<file path="src/rtl/bcd_minsec_timer_pkg.sv">
// -----------------------------------------------------------------------------
// bcd_minsec_timer_pkg
// Shared definitions for the MM:SS stopwatch: FSM state encoding and the
// per-digit BCD limits used to parameterize each digit counter.
// No ports (package).
// -----------------------------------------------------------------------------
package bcd_minsec_timer_pkg;

    typedef enum logic [1:0] {
        ST_IDLE    = 2'd0,
        ST_RUNNING = 2'd1,
        ST_PAUSED  = 2'd2
    } state_e;

    localparam logic [3:0] UNITS_MAX = 4'd9;
    localparam logic [3:0] TENS_MAX  = 4'd5;

endpackage

</file>
<file path="src/rtl/bcd_minsec_timer_digit.sv">
// -----------------------------------------------------------------------------
// bcd_digit_counter
// One BCD digit that counts 0..MAX and wraps to 0. Digits are chained by
// feeding carry of one stage into inc of the next.
// Ports:
//   clk    in   system clock
//   reset  in   synchronous active-high reset (digit -> 0)
//   clear  in   synchronous clear (digit -> 0), overrides inc
//   inc    in   increment request for this cycle
//   digit  out  registered BCD value, never above MAX
//   carry  out  combinational: inc while digit is at MAX (wrap this cycle)
// -----------------------------------------------------------------------------
module bcd_digit_counter
    import bcd_minsec_timer_pkg::*;
#(
    parameter logic [3:0] MAX = UNITS_MAX
) (
    input  logic       clk,
    input  logic       reset,
    input  logic       clear,
    input  logic       inc,
    output logic [3:0] digit,
    output logic       carry
);

    logic [3:0] digit_q, digit_d;

    always_comb begin
        digit_d = digit_q;
        if (clear) begin
            digit_d = '0;
        end else if (inc) begin
            digit_d = (digit_q == MAX) ? 4'd0 : digit_q + 4'd1;
        end
    end

    always_ff @(posedge clk) begin
        if (reset) digit_q <= '0;
        else       digit_q <= digit_d;
    end

    assign digit = digit_q;
    assign carry = inc & (digit_q == MAX);

endmodule

</file>
<file path="src/rtl/bcd_minsec_timer.sv">
// -----------------------------------------------------------------------------
// bcd_minsec_timer
// Free-running MM:SS stopwatch (00:00..59:59) driving four BCD digits.
// A prescaler divides clk into a one-second tick; start_stop rising edges
// toggle run/pause, clear returns to 00:00 and idle.
// Ports:
//   clk         in   system clock
//   reset       in   synchronous active-high reset
//   start_stop  in   debounced button level; rising edge toggles run/pause
//   clear       in   synchronous clear to 00:00 / idle (wins over the button)
//   sec_units   out  BCD 0-9
//   sec_tens    out  BCD 0-5
//   min_units   out  BCD 0-9
//   min_tens    out  BCD 0-5
//   running     out  high while in RUNNING
//   rollover    out  one-cycle pulse on the 59:59 -> 00:00 wrap
// -----------------------------------------------------------------------------
module bcd_minsec_timer
    import bcd_minsec_timer_pkg::*;
#(
    parameter int TICK_DIV = 1000
) (
    input  logic       clk,
    input  logic       reset,
    input  logic       start_stop,
    input  logic       clear,
    output logic [3:0] sec_units,
    output logic [3:0] sec_tens,
    output logic [3:0] min_units,
    output logic [3:0] min_tens,
    output logic       running,
    output logic       rollover
);

    localparam int            PW       = $clog2(TICK_DIV);
    localparam logic [PW-1:0] PRE_LAST = PW'(TICK_DIV - 1);

    state_e        state_q, state_d;
    logic [PW-1:0] pre_q, pre_d;
    logic          ss_prev_q;
    logic          running_q;
    logic          rollover_q;

    logic ss_edge;
    logic tick;
    logic inc_su;
    logic c_su, c_st, c_mu, c_mt;

    assign ss_edge = start_stop & ~ss_prev_q;
    assign tick    = (state_q == ST_RUNNING) && (pre_q == PRE_LAST);

    // Prescaler and state share one process so clear can override both.
    // The prescaler is evaluated on the current state, so on a pause edge it
    // still advances (or wraps with a tick) before holding in PAUSED.
    always_comb begin
        state_d = state_q;
        pre_d   = pre_q;
        if (clear) begin
            state_d = ST_IDLE;
            pre_d   = '0;
        end else begin
            case (state_q)
                ST_RUNNING: pre_d = tick ? '0 : pre_q + PW'(1);
                ST_IDLE:    pre_d = '0;
                default:    pre_d = pre_q;
            endcase
            if (ss_edge) begin
                case (state_q)
                    ST_IDLE:    state_d = ST_RUNNING;
                    ST_RUNNING: state_d = ST_PAUSED;
                    ST_PAUSED:  state_d = ST_RUNNING;
                    default:    state_d = ST_IDLE;
                endcase
            end
        end
    end

    always_ff @(posedge clk) begin
        if (reset) begin
            state_q    <= ST_IDLE;
            pre_q      <= '0;
            ss_prev_q  <= 1'b1;  // a button held through reset is not an edge
            running_q  <= 1'b0;
            rollover_q <= 1'b0;
        end else begin
            state_q    <= state_d;
            pre_q      <= pre_d;
            ss_prev_q  <= start_stop;
            running_q  <= (state_d == ST_RUNNING);
            rollover_q <= c_mt;
        end
    end

    // Carry chain resolves the whole cascade combinationally in one cycle.
    assign inc_su = tick & ~clear;

    bcd_digit_counter #(.MAX(UNITS_MAX)) u_sec_units (
        .clk(clk), .reset(reset), .clear(clear), .inc(inc_su),
        .digit(sec_units), .carry(c_su)
    );
    bcd_digit_counter #(.MAX(TENS_MAX)) u_sec_tens (
        .clk(clk), .reset(reset), .clear(clear), .inc(c_su),
        .digit(sec_tens), .carry(c_st)
    );
    bcd_digit_counter #(.MAX(UNITS_MAX)) u_min_units (
        .clk(clk), .reset(reset), .clear(clear), .inc(c_st),
        .digit(min_units), .carry(c_mu)
    );
    bcd_digit_counter #(.MAX(TENS_MAX)) u_min_tens (
        .clk(clk), .reset(reset), .clear(clear), .inc(c_mu),
        .digit(min_tens), .carry(c_mt)
    );

    assign running  = running_q;
    assign rollover = rollover_q;

endmodule

</file>
<file path="config.mk">
export PLATFORM = sky130hd
export DESIGN_NAME = bcd_minsec_timer
export DESIGN_NICKNAME = d
export VERILOG_FILES = /design/src/rtl/bcd_minsec_timer_pkg.sv /design/src/rtl/bcd_minsec_timer_digit.sv /design/src/rtl/bcd_minsec_timer.sv
export SDC_FILE = /design/constraint.sdc
export NUM_CORES = 1
export LEC_CHECK = 0
export ABC_AREA = 1
export CORE_ASPECT_RATIO = 1.5
export CORE_MARGIN = 2
export CORE_UTILIZATION = 55
export CTS_CLUSTER_DIAMETER = 30
export DETAILED_ROUTE_END_ITERATION = 7
export PLACE_DENSITY = 0.81
export SLEW_MARGIN = 20
export SYNTH_ARGS = -nofsm -noshare
export SYNTH_HDL_FRONTEND = slang
export SYNTH_HIERARCHICAL = 1
export SYNTH_SLANG_ARGS = --single-unit
</file>
<file path="constraint.sdc">
create_clock -name clk -period 4.6 [get_ports clk]
set_input_delay 0.46 -clock clk [delete_from_list [all_inputs] [get_ports clk]]
set_output_delay 0.46 -clock clk [all_outputs]
set_load 0.01 [all_outputs]
</file>
==> summary.md, run 1 <==
| Metric | Value |
|---|---|
| Run status | `complete, no violations` |
| Cell row count | `23` |
| R2r startpoint | `pre_q[0]` |
| Vias in the first global route | `1283` |
| Peak VDD IR | `0.000218 V` |
| Post-Synth Simple-Gate Area | `36.3%` |
| PortBufs | `21` |
| Syn Nets | `226` |
| CTS tree | `yes` |
| Die height | `68.1 µm` |
| Top sig layer | `met4` |
| Worst-Skew Late Latency | `280 ps` |
| Synth-to-Final Area Change | `23.4%` |
| Total core area | `2650 µm²` |
| Number of buffers created by CTS | `5` |
| Critical path peak fanout | `5` |
| DR vias | `1396` |
| Synth Area in Adders | `0.830%` |
| Dpl hpwl | `2340 µm` |
| Compound-Gate Fraction of Synth Area | `12.1%` |
| Die area | `3180 µm²` |
| Antenna violations before repair | `0` |
| Util after Layout | `70.3%` |
| Ant diodes | `0` |
| Share of layout cells above drive strength 1 | `16.5%` |
| Total Routing Usage GR | `22.0%` |
| Post-DR vias/cell | `4.88` |
| Post-CTS sizing | `0` |
| Met3 wire len | `93 µm` |
| Worst Path Required | `4810 ps` |
| Worst Setup End Kind | `flop` |
| YS warnings | `6` |
| Starting Density | `56.9%` |
| Largest family of logic cells by synthesized area | `simple AND/OR/NAND/NOR gates` |
| Final period util | `59.0%` |
| Placer Congestion | `0.850` |
| Max Cap Viol | `0` |
| Leak pwr | `0.721 nW` |
| Max Freq | `0.369 GHz` |
| Clock edge transition at the registers on the reported setup and hold paths | `60 ps` |
| Slew margin rel. | `74.3%` |
| Met2 WL | `1680 µm` |
| Cell area power density | `280 nW/µm²` |
| Syn Std Cell Area | `1510 µm²` |
| Sequential-to-total area share from yosys stat | `41.2%` |
| RSZ-0062 raised after global routing | `no` |
| Worst hold-check path type | `flop to flop` |
| Nets | `253` |
| Clk sink count | `31` |
| Final setup fails | `0` |
| Setup crit start | `pre_q[0]` |
| Pin count of the biggest net entering global routing | `12` |
| WL per Instance | `10.8 µm` |
| Critical path arrival | `2920 ps` |
| Final ANT Viol Nets | `0` |
| Met1 Wirelength | `1240 µm` |
| Post-Synth XOR/XNOR Area | `0.581%` |
| Clock Tree Buf Depth | `2` |
| CTS root buffer | `clkbuf_8` |
| Measured slew at the worst slew-check pin | `384 ps` |
| Drt first pass iters | `4` |
| Setup repair bufs after CTS | `0` |
| Unique masters post-synth | `21` |
| Count leader, synth | `nand2_1` |
| EDFF count, synth | `0` |
| Fin crit period | `2710 ps` |
| Top cells by area, synth | `dfxtp_1 (41%), nand2_1 (13%), inv_1 (7.0%), nor2_1 (6.5%), a21oi_1 (5.0%)` |
| Inst Count DP | `278` |
| GR Overflow Total | `0` |
| Synth Instances | `221` |
| Post-CTS Hold Buffers | `0` |
| Fin cells | `286` |
| Register bit total from synthesis | `31` |
| Yosys top cell area share | `41.2%` |
| Synth area leader | `dfxtp_1` |
| Final hold violation count | `0` |
| Setup TNS | `0 ps` |
| Top_reg_cell synth | `dfxtp_1` |
| Min-delay src | `pre_q[5]` |
| Slew Viols, Final | `0` |
| Mux contribution to synthesized area | `0%` |
| Asr flop ratio synth | `0%` |
| Drc violations | `0` |
| Final Skew | `4.31 ps` |
| Routed wire length | `3080 µm` |
| First-pass GRT wire length | `4960 µm` |
| Critical path class | `flop to flop` |
| 1st-iter DRT viols | `24` |
| # IOs | `22` |
| Commonest cells post-synth | `nand2_1 (53), dfxtp_1 (31), inv_1 (28)` |
| Syn_area_per_cell | `6.82 µm²` |
| Reg-to-reg slack, setup | `1890 ps` |
| # H-tree levels | `2` |
| Die W | `46.8 µm` |
| Startpoint types | `flop` |
[routing by layer]
layer | vias to the layer above | GRT usage, %
met2 | 26 | 41.0
met1 | 623 | 20.6
met4 | 0 | 12.2
met3 | 6 | 5.54
met5 | - | 0
li1 | 741 | -
[logic make-up (layout without fill, tap and decap cells)]
logic type / count (synthesis) / after routing
simple gates: 119 / 119
compound gates: 33 / 33
fa+ha+maj: 1 / 1
xor+xnor: 1 / 1
buf+inv: 36 / 64
flops: 31 / 31
[cells in the final DEF (no fill, tap or decap)]
cell type | netlist | layout
or2_2 | 1 | 1
ha_1 | 1 | 1
a21oi_1 | 15 | 15
a21oi_2 | 4 | 4
inv_1 | 28 | 28
nor2_2 | 8 | 8
nor3_1 | 1 | 1
clkdlybuf4s50_1 | 0 | 21
clkbuf_8 | 0 | 7
o21ai_1 | 2 | 2
nor2_4 | 3 | 3
nand3_2 | 1 | 1
nor2_1 | 26 | 26
o21ai_0 | 11 | 11
o21a_1 | 1 | 1
nand2_1 | 53 | 53
nand4_1 | 3 | 3
inv_2 | 7 | 7
dfxtp_1 | 31 | 31
xnor2_1 | 1 | 1
clkbuf_1 | 1 | 1
nand3_1 | 13 | 13
nand2_2 | 10 | 10
[path summary, 6_finish.rpt]
path / end / cells after the start
max: rollover / 23
min: pre_q[5] / 2
max reg2reg: rollover / 23
min reg2reg: pre_q[5] / 2
[metrics by stage]
stage	power (mW)	area [µm²]	setup WS, ps	hold slack [ps]
after floorplan	0.286	1510	2300	445
after global placement	0.294	1760	1820	468
after detailed placement	0.294	1760	1730	467
after CTS	0.524	1860	1890	476
after global routing	0.537	1860	1550	494
final	0.520	1860	1890	476
[power breakdown]
part	switching [mW]	internal, mW
Combinational	0.0107	0.00675
Sequential	0.00105	0.270
Clock	0.0957	0.136
[flip-flops by register name (all words and copies together) (netlist names)]
signal             count
rollover               1
u_sec_tens/digit       4
u_sec_units/digit      4
u_min_units/digit      4
ss_prev_q              1
running                1
pre_q                 10
u_min_tens/digit       4
state_q                2
[critical path, stage by stage (launching register included)]
cell	delay (ps)
dfxtp_1	400
ha_1	250
nand2_1	90
nor2_1	110
nand3_1	100
nor2_1	190
nand2_2	100
inv_2	80
nand2_2	60
inv_1	130
nand2_2	60
inv_2	80
nand3_1	120
inv_1	120
nand2_2	80
inv_2	80
nand2_2	60
inv_1	130
nand2_2	60
inv_2	80
nand3_1	100
inv_1	60
inv_1	30
nor2_1	70
[cell type report]
cell class | count | area [µm²]
inverter | 35 | 131
tap | 37 | 46.3
clock buffer | 8 | 100
fill | 240 | 787
timing repair buffer | 21 | 210
multi-input combinational | 154 | 752
sequential | 31 | 621
(Power assumes the default switching activity.)
==> run 2, diff against run 1 <==
CORE_UTILIZATION = 53   (was 55)
PLACE_DENSITY = 0.78   (was 0.81)
clock period = 2.8 ns   (was 4.6 ns; I/O delays follow)
==> summary.md, run 2 (same netlist as run 1, synthesis figures left out) <==
| Metric | Value |
|---|---|
| Worst-Skew Late Latency | `280 ps (about the same)` |
| Die height | `69.3 µm (was 68.1 µm)` |
| First-pass GRT wire length | `5380 µm (was 4960 µm)` |
| # IOs | `22 (unchanged)` |
| Post-place setup slack | `180 ps (was 1730 ps)` |
| Cell row count | `23 (unchanged)` |
| Run status | `complete, no violations (unchanged)` |
| Setup TNS | `0 ps (unchanged)` |
| Cell area power density | `434 nW/µm² (was 280 nW/µm²)` |
| Routed wire length | `3250 µm (was 3080 µm)` |
| Measured slew at the worst slew-check pin | `438 ps (was 384 ps)` |
| Largest register FFs | `10 (unchanged)` |
| Drt first pass iters | `4 (unchanged)` |
| Reg2reg end | `rollover (unchanged)` |
| Footprint of the multi-input gates | `757 µm² (was 752 µm²)` |
| Post-route setup slack | `272 ps (was 1890 ps)` |
| Antenna violations before repair | `0 (unchanged)` |
| Reg-to-reg slack, setup | `270 ps (was 1890 ps)` |
| Worst hold-check path type | `flop to flop (unchanged)` |
| Placer Congestion | `0.818 (was 0.850)` |
| CTS root buffer | `clkbuf_8 (unchanged)` |
| Leak pwr | `0.712 nW (was 0.721 nW)` |
| Fin cells | `288 (was 286)` |
| Synth-to-Final Area Change | `23.8% (was 23.4%)` |
| Die area | `3300 µm² (was 3180 µm²)` |
| Commonest non-fill, non-tap cell in the layout | `nand2_1 (unchanged)` |
| Critical path arrival | `2730 ps (was 2920 ps)` |
| Design Area, Final | `1870 µm² (was 1860 µm²)` |
| Final setup fails | `0 (unchanged)` |
| Starting Density | `55.7% (was 56.9%)` |
| CTS tree | `yes (unchanged)` |
| Final hold violation count | `0 (unchanged)` |
| Total core area | `2710 µm² (was 2650 µm²)` |
| Max Cap Viol | `0 (unchanged)` |
| WL per Instance | `11.3 µm (was 10.8 µm)` |
| Dpl hpwl | `2450 µm (was 2340 µm)` |
| Total area of sequential cells | `622 µm² (was 621 µm²)` |
| Setup repair bufs after CTS | `0 (unchanged)` |
| Dpl cell area | `1780 µm² (was 1760 µm²)` |
| 1st-iter DRT viols | `30 (was 24)` |
| PortBufs | `21 (unchanged)` |
| Post-CTS Hold Buffers | `0 (unchanged)` |
| Setup crit start | `pre_q[1] (was pre_q[0])` |
| Slew Viols, Final | `0 (unchanged)` |
| Drc violations | `0 (unchanged)` |
| Startpoint types | `flop (unchanged)` |
| Util after Layout | `69.0% (was 70.3%)` |
| Fillers | `256 (was 240)` |
| RSZ-0062 raised after global routing | `no (unchanged)` |
| Hold WS | `483 ps (was 476 ps)` |
| Final ANT Viol Nets | `0 (unchanged)` |
| GR Overflow Total | `0 (unchanged)` |
| Clock Tree Buf Depth | `2 (unchanged)` |
| Number of buffers created by CTS | `5 (unchanged)` |
| Peak VDD IR | `0.000302 V (was 0.000218 V)` |
| Clock edge transition at the registers on the reported setup and hold paths | `60 ps (about the same)` |
| Pin count of the biggest net entering global routing | `11 (was 12)` |
| Final Skew | `4.71 ps (was 4.31 ps)` |
| Final period util | `90.3% (was 59.0%)` |
| R2r startpoint | `pre_q[1] (was pre_q[0])` |
| Post-DR vias/cell | `5.00 (was 4.88)` |
| Post-CTS sizing | `0 (unchanged)` |
| Worst Path Required | `3000 ps (was 4810 ps)` |
| Total Routing Usage GR | `22.1% (was 22.0%)` |
| Slew margin rel. | `70.7% (was 74.3%)` |
| End point of the critical path | `rollover (unchanged)` |
| Top reg by flops | `pre_q (unchanged)` |
| Inst Count DP | `280 (was 278)` |
| Total power | `0.811 mW (was 0.520 mW)` |
| Ant diodes | `0 (unchanged)` |
| Vias in the first global route | `1346 (was 1283)` |
| DR vias | `1439 (was 1396)` |
| Share of layout cells above drive strength 1 | `19.1% (was 16.5%)` |
| Fin crit period | `2530 ps (was 2710 ps)` |
| Worst Setup End Kind | `flop (unchanged)` |
| Most frequent cells in the layout | `nand2_1 (53), dfxtp_1 (30), inv_1 (26), nor2_1 (25), clkdlybuf4s50_1 (21) (was nand2_1 (53), dfxtp_1 (31), inv_1 (28), nor2_1 (26), clkdlybuf4s50_1 (21))` |
| Worst r2r path cells | `23 (unchanged)` |
| # H-tree levels | `2 (unchanged)` |
| Critical path class | `flop to flop (unchanged)` |
| Critical path peak fanout | `5 (unchanged)` |
| Nets | `255 (was 253)` |
| Die W | `47.6 µm (was 46.8 µm)` |
| Max Freq | `0.396 GHz (was 0.369 GHz)` |
| Clk sink count | `31 (unchanged)` |
run 2: layout make-up:
type	count	share of cell area, %
inverter	35	7.04
clock inverter	2	0.670
multi-input combinational	154	40.5
sequential	31	33.3
clock buffer	6	3.89
tap	37	2.48
timing repair buffer	23	12.1
run 2: layer usage:
metal	vias to the layer above	share of wire [%]	global-route usage (%)
li1	744	-	-
met1	663	39	21.9
met2	24	56	38.9
met3	8	3.2	6.77
met4	0	2.3	10.2
met5	-	0	0
run 2: worst min path at each step:
stage | from | to | slack (ps) | cells after the start
after floorplan | reset | rollover | 350 | 1
after global placement | pre_q[5] | pre_q[5] | 470 | 2
after detailed placement | pre_q[9] | pre_q[9] | 480 | 2
after CTS | pre_q[6] | pre_q[6] | 490 | 2
after global routing | pre_q[1] | pre_q[1] | 510 | 2
final | pre_q[5] | pre_q[5] | 480 | 2
run 2: critical path: stages (launching register included):
cell and delay [ps]:
dfxtp_1 370, ha_2 210, nand2_1 70, nor2_1 110
nand3_1 120, nor2_2 180, nand2_2 80, inv_2 80
nand2_2 60, inv_2 80, nand2_2 50, inv_2 80
nand3_1 90, inv_1 110, nand2_2 80, inv_2 90
nand2_2 70, inv_2 90, nand2_2 50, inv_2 70
nand3_1 100, inv_1 70, inv_1 30, nor2_1 100
run 2: power breakdown:
| part | internal [mW] | total [mW] | switching (mW) | leakage (nW) |
|---|---|---|---|---|
| logic | 0.0124 | 0.0314 | 0.0190 | 0.420 |
| clock network | 0.173 | 0.336 | 0.163 | 0.0412 |
| registers | 0.443 | 0.444 | 0.000898 | 0.251 |
| total | 0.629 | 0.811 | 0.182 | 0.712 |
